===== src/rtl/crc16_pkg.sv =====
// Shared constants, FSM state encoding and the single-bit CRC-16/CCITT step
// used by the frame controller and its serial engine.
package crc16_pkg;

   localparam logic [15:0] CRC_POLY         = 16'h1021;
   localparam logic [15:0] CRC_INIT_DEFAULT = 16'hFFFF;
   localparam int          BYTE_W           = 8;

   typedef enum logic [2:0] {
      IDLE  = 3'd0,
      INIT  = 3'd1,
      LOAD  = 3'd2,
      SHIFT = 3'd3,
      DONE  = 3'd4
   } state_t;

   // One LFSR step: feedback is the outgoing MSB xor the incoming bit.
   function automatic logic [15:0] crc_step(input logic [15:0] crc, input logic u);
      logic fb;
      fb = crc[15] ^ u;
      return {crc[14:0], 1'b0} ^ (fb ? CRC_POLY : 16'h0000);
   endfunction

endpackage


===== src/rtl/crc16_frame_ctrl_if.sv =====
// Byte stream into the frame controller.
// Handshake: a byte transfers on every rising edge where in_valid and
// in_ready are both 1. While in_valid is 1 and the byte has not transferred,
// the source holds in_data and in_last stable. in_ready never depends on
// in_valid. in_last marks the final byte of a frame.
interface crc16_frame_ctrl_if;
   import crc16_pkg::*;

   logic              in_valid;
   logic              in_ready;
   logic [BYTE_W-1:0] in_data;
   logic              in_last;

   modport master (output in_valid, output in_data, output in_last, input in_ready);
   modport slave  (input in_valid, input in_data, input in_last, output in_ready);

endinterface


===== src/rtl/crc16_serial_engine.sv =====
// Bit-serial CRC-16/CCITT (x^16+x^12+x^5+1) register. init loads CRC_INIT,
// compute_enable shifts in one message bit u per clock.
module crc16_serial_engine
   import crc16_pkg::*;
#(
   parameter logic [15:0] CRC_INIT = CRC_INIT_DEFAULT
) (
   input  logic        clock,
   input  logic        reset,
   input  logic        init,
   input  logic        compute_enable,
   input  logic        u,
   output logic [15:0] crc_out
);

   // CRC register: reset clears, init has priority over a shift.
   always_ff @(posedge clock) begin
      if (reset) begin
         crc_out <= 16'h0000;
      end else if (init) begin
         crc_out <= CRC_INIT;
      end else if (compute_enable) begin
         crc_out <= crc_step(crc_out, u);
      end
   end

endmodule


===== src/rtl/crc16_frame_ctrl.sv =====
// Frame controller: accepts bytes from a valid/ready stream and feeds them
// MSB-first into one serial CRC engine. At frame end it pulses done with the
// CRC (generate mode) or the residue check result (check mode).
module crc16_frame_ctrl
   import crc16_pkg::*;
#(
   parameter logic [15:0] CRC_INIT = CRC_INIT_DEFAULT,
   parameter int          MAX_LEN  = 1024,
   parameter int          LEN_W    = 11
) (
   input  logic                 clock,
   input  logic                 reset,
   crc16_frame_ctrl_if.slave    byte_if,
   input  logic                 mode,
   output logic                 busy,
   output logic                 done,
   output logic [15:0]          crc_out,
   output logic                 crc_ok,
   output logic                 len_err,
   output logic [LEN_W-1:0]     byte_count,
   output state_t               fsm_state
);

   localparam logic [LEN_W-1:0] MAX_CNT = LEN_W'(MAX_LEN);

   state_t            state, state_nxt;
   logic              mode_q;
   logic              last_q;
   logic [BYTE_W-1:0] shreg;
   logic [2:0]        bit_cnt;
   logic              crc_ok_q;
   logic              len_err_q;
   logic              eng_init;
   logic              eng_en;
   logic              ready;
   logic              at_max;
   logic              ok_now;
   logic              len_now;

   crc16_serial_engine #(
      .CRC_INIT(CRC_INIT)
   ) u_engine (
      .clock          (clock),
      .reset          (reset),
      .init           (eng_init),
      .compute_enable (eng_en),
      .u              (shreg[BYTE_W-1]),
      .crc_out        (crc_out)
   );

   assign at_max  = (byte_count == MAX_CNT);
   assign ok_now  = mode_q && (crc_out == 16'h0000);
   assign len_now = at_max && !last_q;

   // State register.
   always_ff @(posedge clock) begin
      if (reset) begin
         state <= IDLE;
      end else begin
         state <= state_nxt;
      end
   end

   // Next state and engine controls; engine is idle outside INIT/SHIFT.
   always_comb begin
      state_nxt = state;
      eng_init  = 1'b0;
      eng_en    = 1'b0;
      ready     = 1'b0;
      case (state)
         IDLE: begin
            if (byte_if.in_valid) state_nxt = INIT;
         end
         INIT: begin
            eng_init  = 1'b1;
            state_nxt = LOAD;
         end
         LOAD: begin
            ready = 1'b1;
            if (byte_if.in_valid) state_nxt = SHIFT;
         end
         SHIFT: begin
            eng_en = 1'b1;
            if (bit_cnt == 3'd0) state_nxt = (last_q || at_max) ? DONE : LOAD;
         end
         DONE: begin
            state_nxt = IDLE;
         end
         default: begin
            state_nxt = IDLE;
         end
      endcase
   end

   // Frame datapath: mode latch, byte capture, bit shifting and result hold.
   always_ff @(posedge clock) begin
      if (reset) begin
         mode_q     <= 1'b0;
         last_q     <= 1'b0;
         shreg      <= '0;
         bit_cnt    <= 3'd0;
         byte_count <= '0;
         crc_ok_q   <= 1'b0;
         len_err_q  <= 1'b0;
      end else begin
         case (state)
            IDLE: begin
               if (byte_if.in_valid) begin
                  mode_q     <= mode;
                  last_q     <= 1'b0;
                  byte_count <= '0;
                  crc_ok_q   <= 1'b0;
                  len_err_q  <= 1'b0;
               end
            end
            LOAD: begin
               if (byte_if.in_valid) begin
                  shreg      <= byte_if.in_data;
                  last_q     <= byte_if.in_last;
                  byte_count <= byte_count + 1'b1;
                  bit_cnt    <= 3'd7;
               end
            end
            SHIFT: begin
               shreg   <= {shreg[BYTE_W-2:0], 1'b0};
               bit_cnt <= bit_cnt - 1'b1;
            end
            DONE: begin
               crc_ok_q  <= ok_now;
               len_err_q <= len_now;
            end
            default: begin
            end
         endcase
      end
   end

   // Results are live during DONE and held afterwards until the next frame.
   always_comb begin
      byte_if.in_ready = ready;
      busy             = (state != IDLE);
      done             = (state == DONE);
      crc_ok           = done ? ok_now  : crc_ok_q;
      len_err          = done ? len_now : len_err_q;
      fsm_state        = state;
   end

endmodule


===== src/flat_wrapper.sv =====
// flat-port wrapper written by rule: the top's interface ports become plain ports
module crc16_frame_ctrl_flat import crc16_pkg::*;
#(
   parameter logic [15:0] CRC_INIT = CRC_INIT_DEFAULT,
   parameter int          MAX_LEN  = 1024,
   parameter int          LEN_W    = 11
)
  (clock, reset, mode, busy, done, crc_out, crc_ok, len_err, byte_count, fsm_state, byte_if_in_valid, byte_if_in_data, byte_if_in_last, byte_if_in_ready);
  crc16_frame_ctrl_if byte_if_i ();
  input  logic clock;
  input  logic reset;
  input  logic mode;
  output logic busy;
  output logic done;
  output logic [15:0] crc_out;
  output logic crc_ok;
  output logic len_err;
  output logic [LEN_W-1:0] byte_count;
  output state_t fsm_state;
  input wire logic [$bits(byte_if_i.in_valid)-1:0] byte_if_in_valid;
  input wire logic [$bits(byte_if_i.in_data)-1:0] byte_if_in_data;
  input wire logic [$bits(byte_if_i.in_last)-1:0] byte_if_in_last;
  output wire logic [$bits(byte_if_i.in_ready)-1:0] byte_if_in_ready;
  assign byte_if_i.in_valid = byte_if_in_valid;
  assign byte_if_i.in_data = byte_if_in_data;
  assign byte_if_i.in_last = byte_if_in_last;
  assign byte_if_in_ready = byte_if_i.in_ready;
  crc16_frame_ctrl #(.CRC_INIT(CRC_INIT), .MAX_LEN(MAX_LEN), .LEN_W(LEN_W)) u_core (.clock(clock), .reset(reset), .byte_if(byte_if_i), .mode(mode), .busy(busy), .done(done), .crc_out(crc_out), .crc_ok(crc_ok), .len_err(len_err), .byte_count(byte_count), .fsm_state(fsm_state));
endmodule

===== config.mk =====
export PLATFORM = sky130hd
export DESIGN_NAME = crc16_frame_ctrl_flat
export DESIGN_NICKNAME = d
export VERILOG_FILES = /design/src/rtl/crc16_pkg.sv /design/src/rtl/crc16_frame_ctrl_if.sv /design/src/rtl/crc16_serial_engine.sv /design/src/rtl/crc16_frame_ctrl.sv /design/src/flat_wrapper.sv
export SDC_FILE = /design/constraint.sdc
export NUM_CORES = 1
export LEC_CHECK = 0
export CAP_MARGIN = 20
export CORE_MARGIN = 2
export CORE_UTILIZATION = 54
export CTS_CLUSTER_SIZE = 25
export DETAILED_ROUTE_END_ITERATION = 12
export GPL_ROUTABILITY_DRIVEN = 1
export MAX_ROUTING_LAYER = met4
export PLACE_DENSITY = 0.85
export SLEW_MARGIN = 25
export SYNTH_ARGS = -nofsm -noshare
export SYNTH_HDL_FRONTEND = slang
export SYNTH_SLANG_ARGS = --single-unit
export TNS_END_PERCENT = 30

===== constraint.sdc =====
create_clock -name clock -period 2.6 [get_ports clock]
set_clock_uncertainty 0.2 [all_clocks]
set_input_delay 0.52 -clock clock [delete_from_list [all_inputs] [get_ports clock]]
set_output_delay 0.52 -clock clock [all_outputs]
set_load 0.02 [all_outputs]

# == Yosys cells after proc, flatten, opt, wreduce, memory -nomap -nowiden ==
# Index checks and enable logic that the tools add are counted.
# totals
reg_bits,45
in_bits,13
word_cells,63
# classes
addsub,2
eq_ne,8
muxes,25
bitwise,2
n_reduce_logical,17
# op_table
cell,count
$mux 16,2
$mux 11,2
$pmux 11 s2,1
$logic_not 16->1,1
$pmux 8 s2,1
$xor 16x13->16,1
$mux 3,5
$mux 13,1
$pmux 3 s4,1
$add 11x1->11 const B,1
$eq 11x11->1 const B,1
$mux 8,1
$reduce_bool 2->1,4
$mux 1,7
$eq 3x2->1 const B,2
$logic_not 3->1,2
$pmux 1 s2,3
$pmux 3 s2,1
$reduce_and 2->1,3
$reduce_and 3->1,2
$ne 2x2->1 const B,2
$eq 3x1->1 const B,1
$eq 3x3->1 const B,1
$reduce_bool 3->1,1
other kinds (6),7

# == Depth between registers and ports, before layout ==
# logic_depth
ltp_word,5
mapped_depth,5
ltp_nobuf,5

# == By module ==
# From an unflattened synthesis, not the netlist that was laid out.
# unflattened
cells_unflattened,253
area_unflattened_um2,2200.9
# modules_own_cells
module,instances,cells_each,area_per_inst_um2
crc16_frame_ctrl,1,189,1560.2
crc16_serial_engine,1,64,640.6

# == Least setup slack after synthesis ==
# OpenSTA, ideal clock, no wires.
# synth_path
path_type,flip-flop to output port
startpoint,"reg u_core.state[1], in the netlist u_core.fsm_state[1]"
endpoint,out crc_ok
arrival_time_ns,1.866
required_ns,1.880
path_slack_ns,0.014
path_stages_with_launch,6
path_buffers,1
path_cell_list,dfxtp_1 > clkbuf_1 > or3b_2 > inv_1 > nand4_1 > o21ai_0
# synth_between
elab_chain_len,2
# synth_rtl
item,line,text
start: declaration,crc16_frame_ctrl.sv:26,"state_t state, state_nxt;"
start signal: assignment,crc16_frame_ctrl.sv:60,state <= state_nxt;
$eq 3x3->1,crc16_frame_ctrl.sv:142,done = (state == DONE);
net done,flat_wrapper.sv:14,output logic done;
$mux 1,crc16_frame_ctrl.sv:143,crc_ok = done ? ok_now : crc_ok_q;
end: declaration,flat_wrapper.sv:16,output logic crc_ok;
# The timed path passes the listed nets, and every way through them passes these cells.

# == Worst setup path after layout ==
# layout_path
startpoint,"reg u_core.state[1], in the netlist u_core.fsm_state[1]"
endpoint,out byte_if_in_ready
# layout_between
elab_chain_len,2
# layout_rtl
item,line,text
$eq 3x2->1,crc16_frame_ctrl.sv:70,case (state)
$mux 1,crc16_frame_ctrl.sv:70,
end: declaration,flat_wrapper.sv:23,output wire logic [$bits(byte_if_i.in_ready)-1:0] byte_if_in_ready;
# No other way between the ends.

==> results by group <==
Status
  • Status: complete, no violations

STA
  • Fin Setup TNS: 0 ns
  • Unrepaired setup endpoints after global routing: true
  • Final Hold Fails: 0
  • Worst-margin pin slew: 0.570 ns
  • Pins Over Slew Limit: 0
  • Rel. slew slack: 0.615
  • Min Tclk post-route: 2.54 ns
  • Fmax: 0.394 GHz
  • Tcrit/Tclk final: 0.977
  • Worst setup margin: 0.0594 ns
  • Final setup fails: 0

Drt
  • # DRC: 0
  • Pre-antenna DRT Iters: 4
  • Via count: 2,073
  • Routed wire length per instance: 14.1 µm
  • Vias/cell: 5.71
  • WL final: 5120 µm
  • Antenna Nets Post-Route: 0
  • Initial DRC Count: 213

Yosys
  • Syn. warnings: 0
  • Count leader, synth: dfxtp_1
  • Syn_nets: 282
  • Post-synth EDFFs: 0
  • Synth top cells by count: dfxtp_1, nand2_1, nor2_1
  • Post-synth top area cell: dfxtp_1
  • Synth async-reset ratio: 0
  • Synthesized flop and latch total: 45
  • Synth cell types: 39
  • Largest cells by area after synthesis: dfxtp_1, a311oi_1, nand2_1
  • Area share of the largest cell type after synthesis: 0.419
  • Avg Inst Size Synth: 8.11 µm²
  • Most frequently used flop master after synthesis: dfxtp_1
  • Post-Syn Area: 2150 µm²
  • Sequential element share of the synthesized area: 0.419
  • Syn Inst Count: 265

Critical path
  • Crit path launch type: register
  • Reg-to-reg critical path endpoint: u_core.byte_count[7]$_SDFFE_PP0P_
  • Setup Crit Path Kind: register to primary output
  • Critical Path End: byte_if_in_ready
  • Worst R2R Path Depth: 4
  • CP arrival: 1.82 ns
  • CP required: 1.88 ns
  • RR Startpoint: u_core.fsm_state[2]$_SDFFE_PP0P_
  • R2R setup slack: 0.51 ns
  • Max Fanout on Critical Path: 40
  • Setup crit start: u_core.fsm_state[1]$_SDFFE_PP0P_
  • CP Capture Type: primary output

Global routing
  • Largest net degree at the start of global routing: 41
  • Global route total overflow: 0
  • Vias in the first global route: 1,866
  • First-pass GRT wire length: 8470 µm
  • Initial antenna violation count: 0
  • All-Layer GR Usage: 0.254

Power and ir drop
  • Maximum vdd drop: 404 µV
  • Part of the power in the clock network: 0.297
  • Sequential Power Share: 0.527
  • Pwr dens: 506 nW/µm²
  • Psw: 394 µW
  • Internal power: 1020 µW
  • Static leakage: 0.000999 µW
  • Sw Ratio: 0.278
  • Gate power share: 0.176

Layout
  • Share of layout cells above drive strength 1: 0.0857
  • Area grow syn2layout: 30.4%
  • Fillers: 309
  • Post-route cell area: 2800 µm²
  • Nets: 331
  • Antenna diodes: 0

Floorplanning
  • Die height: 67.1 µm
  • Initial Util: 0.574
  • I/O pins: 48
  • Cell Rows: 22
  • Total die area: 4500 µm²
  • Die width: 67.1 µm
  • Core Area: 3740 µm²

Placement
  • Dpl hpwl: 3590 µm
  • Number of port buffers: 47
  • Gp weighted congestion: 0.800
  • Placed Area: 2720 µm²
  • Pre-CTS setup slack: 0.0585 ns

CTS
  • Clk sinks: 45
  • H-tree depth: 2
  • Clock slew seen by the registers of the worst setup and hold paths: 0.08 ns
  • TritonCTS clock tree: yes
  • Clock buffer depth: 2
  • CTS Root Cell: clkbuf_8
  • Postcts setup bufs: 0
  • Skew-Pair Late Insertion Delay: 0.30 ns
  • CTS buffer count: 5

Hold path
  • Hold Startpoint: u_core.len_err_q$_SDFFE_PP0P_
  • Hold Path Class: register to register

Flow run
  • Max-Cap Viols: 0
## registers in the layout, summed over array words and instances, names as in the netlist
register,flops
u_core.bit_cnt,3
u_core.byte_count,11
u_core.crc_ok_q,1
u_core.fsm_state,3
u_core.last_q,1
u_core.len_err_q,1
u_core.mode_q,1
u_core.shreg,8
u_core.u_engine.crc_out,16
## placed cells by master (no fill, tap or decap), drive strengths merged, types with 2 or more instances in the layout
| cell | count |
|---|---|
| dfxtp | 45 |
| clkdlybuf4s50 | 44 |
| nand2 | 30 |
| nor2 | 26 |
| inv | 21 |
| a311oi | 20 |
| buf | 16 |
| a21oi | 11 |
| nand3 | 8 |
| o21ai | 8 |
| clkbuf | 8 |
| nor3 | 6 |
| nand4 | 6 |
| nor4 | 5 |
| nor2b | 5 |
| a31oi | 5 |
| a211oi | 5 |
| nor3b | 4 |
| nor4b | 4 |
| ha | 4 |
| or3 | 3 |
| o211ai | 3 |
| nand2b | 3 |
| or4 | 3 |
| mux2 | 2 |
| xor2 | 2 |
| o21a | 2 |
| o31ai | 2 |
| or3b | 2 |
## kinds of logic after synthesis
family	share of synthesized area
fa+ha+maj	0.0233
xor+xnor	0.0122
buf+inv	0.0745
flops	0.419
simple gates	0.266
mux	0.0151
compound gates	0.190
## cell type report
type | count | area (µm²) | share of cell area
multi-input cells | 178 | 1090 | 0.388
clock buffers | 7 | 76.3 | 0.0272
clock inverters | 1 | 7.51 | 0.00268
repair buffers | 63 | 591 | 0.211
well taps | 48 | 60.1 | 0.0214
inverters | 21 | 78.8 | 0.0281
flip-flops and latches | 45 | 901 | 0.321
## worst min-delay path by stage
| stage | slack [ns] | depth (start not counted) | end |
|---|---|---|---|
| 2_1_floorplan | 0.24 | 1 | u_core.bit_cnt[0]$_SDFFE_PP0P_ |
| 3_3_place_gp | 0.26 | 1 | u_core.bit_cnt[0]$_SDFFE_PP0P_ |
| 3_5_place_dp | 0.27 | 2 | u_core.len_err_q$_SDFFE_PP0P_ |
| 4_1_cts | 0.28 | 2 | u_core.len_err_q$_SDFFE_PP0P_ |
| 5_1_grt | 0.29 | 2 | u_core.len_err_q$_SDFFE_PP0P_ |
| 6_report | 0.27 | 2 | u_core.len_err_q$_SDFFE_PP0P_ |
## per-stage QoR
step                utilization  hold slack [ns]  power [µW]  cells
floorplan                     -            0.243         904    265
global placement          0.726            0.262        1000    355
detailed placement        0.726            0.268        1010    355
CTS                       0.749            0.279        1420    363
global route              0.749            0.295        1480    363
finish                    0.749            0.271        1420    363
## layer usage
metal / up-vias / GRT usage / wire length [µm]
li1: 1044 / - / -
met1: 968 / 0.335 / 2410
met2: 55 / 0.386 / 2400
met3: 6 / 0.0625 / 249
met4: 0 / 0.0765 / 55
met5: - / - / 0
## critical path: stages (launching register included)
cell and delay (ns):
dfxtp_1 0.37, buf_6 0.29, nor3b_1 0.22, clkdlybuf4s50_1 0.63
## power by group through the flow
stage               Clock (µW)  Sequential [µW]  Combinational, µW
finish                     422              748                249
global route               458              753                273
detailed placement           0              764                247
floorplan                    0              786                118
global placement             0              762                242
CTS                        425              748                250
## repair_timing
item / in CTS / in global routing
gates resized for setup: 3 / 4
hold buffers: 0 / 0
gates cloned: 0 / 0
endpoints found under the setup margin: 3 / 3
Power figures use the tool's default switching activity.
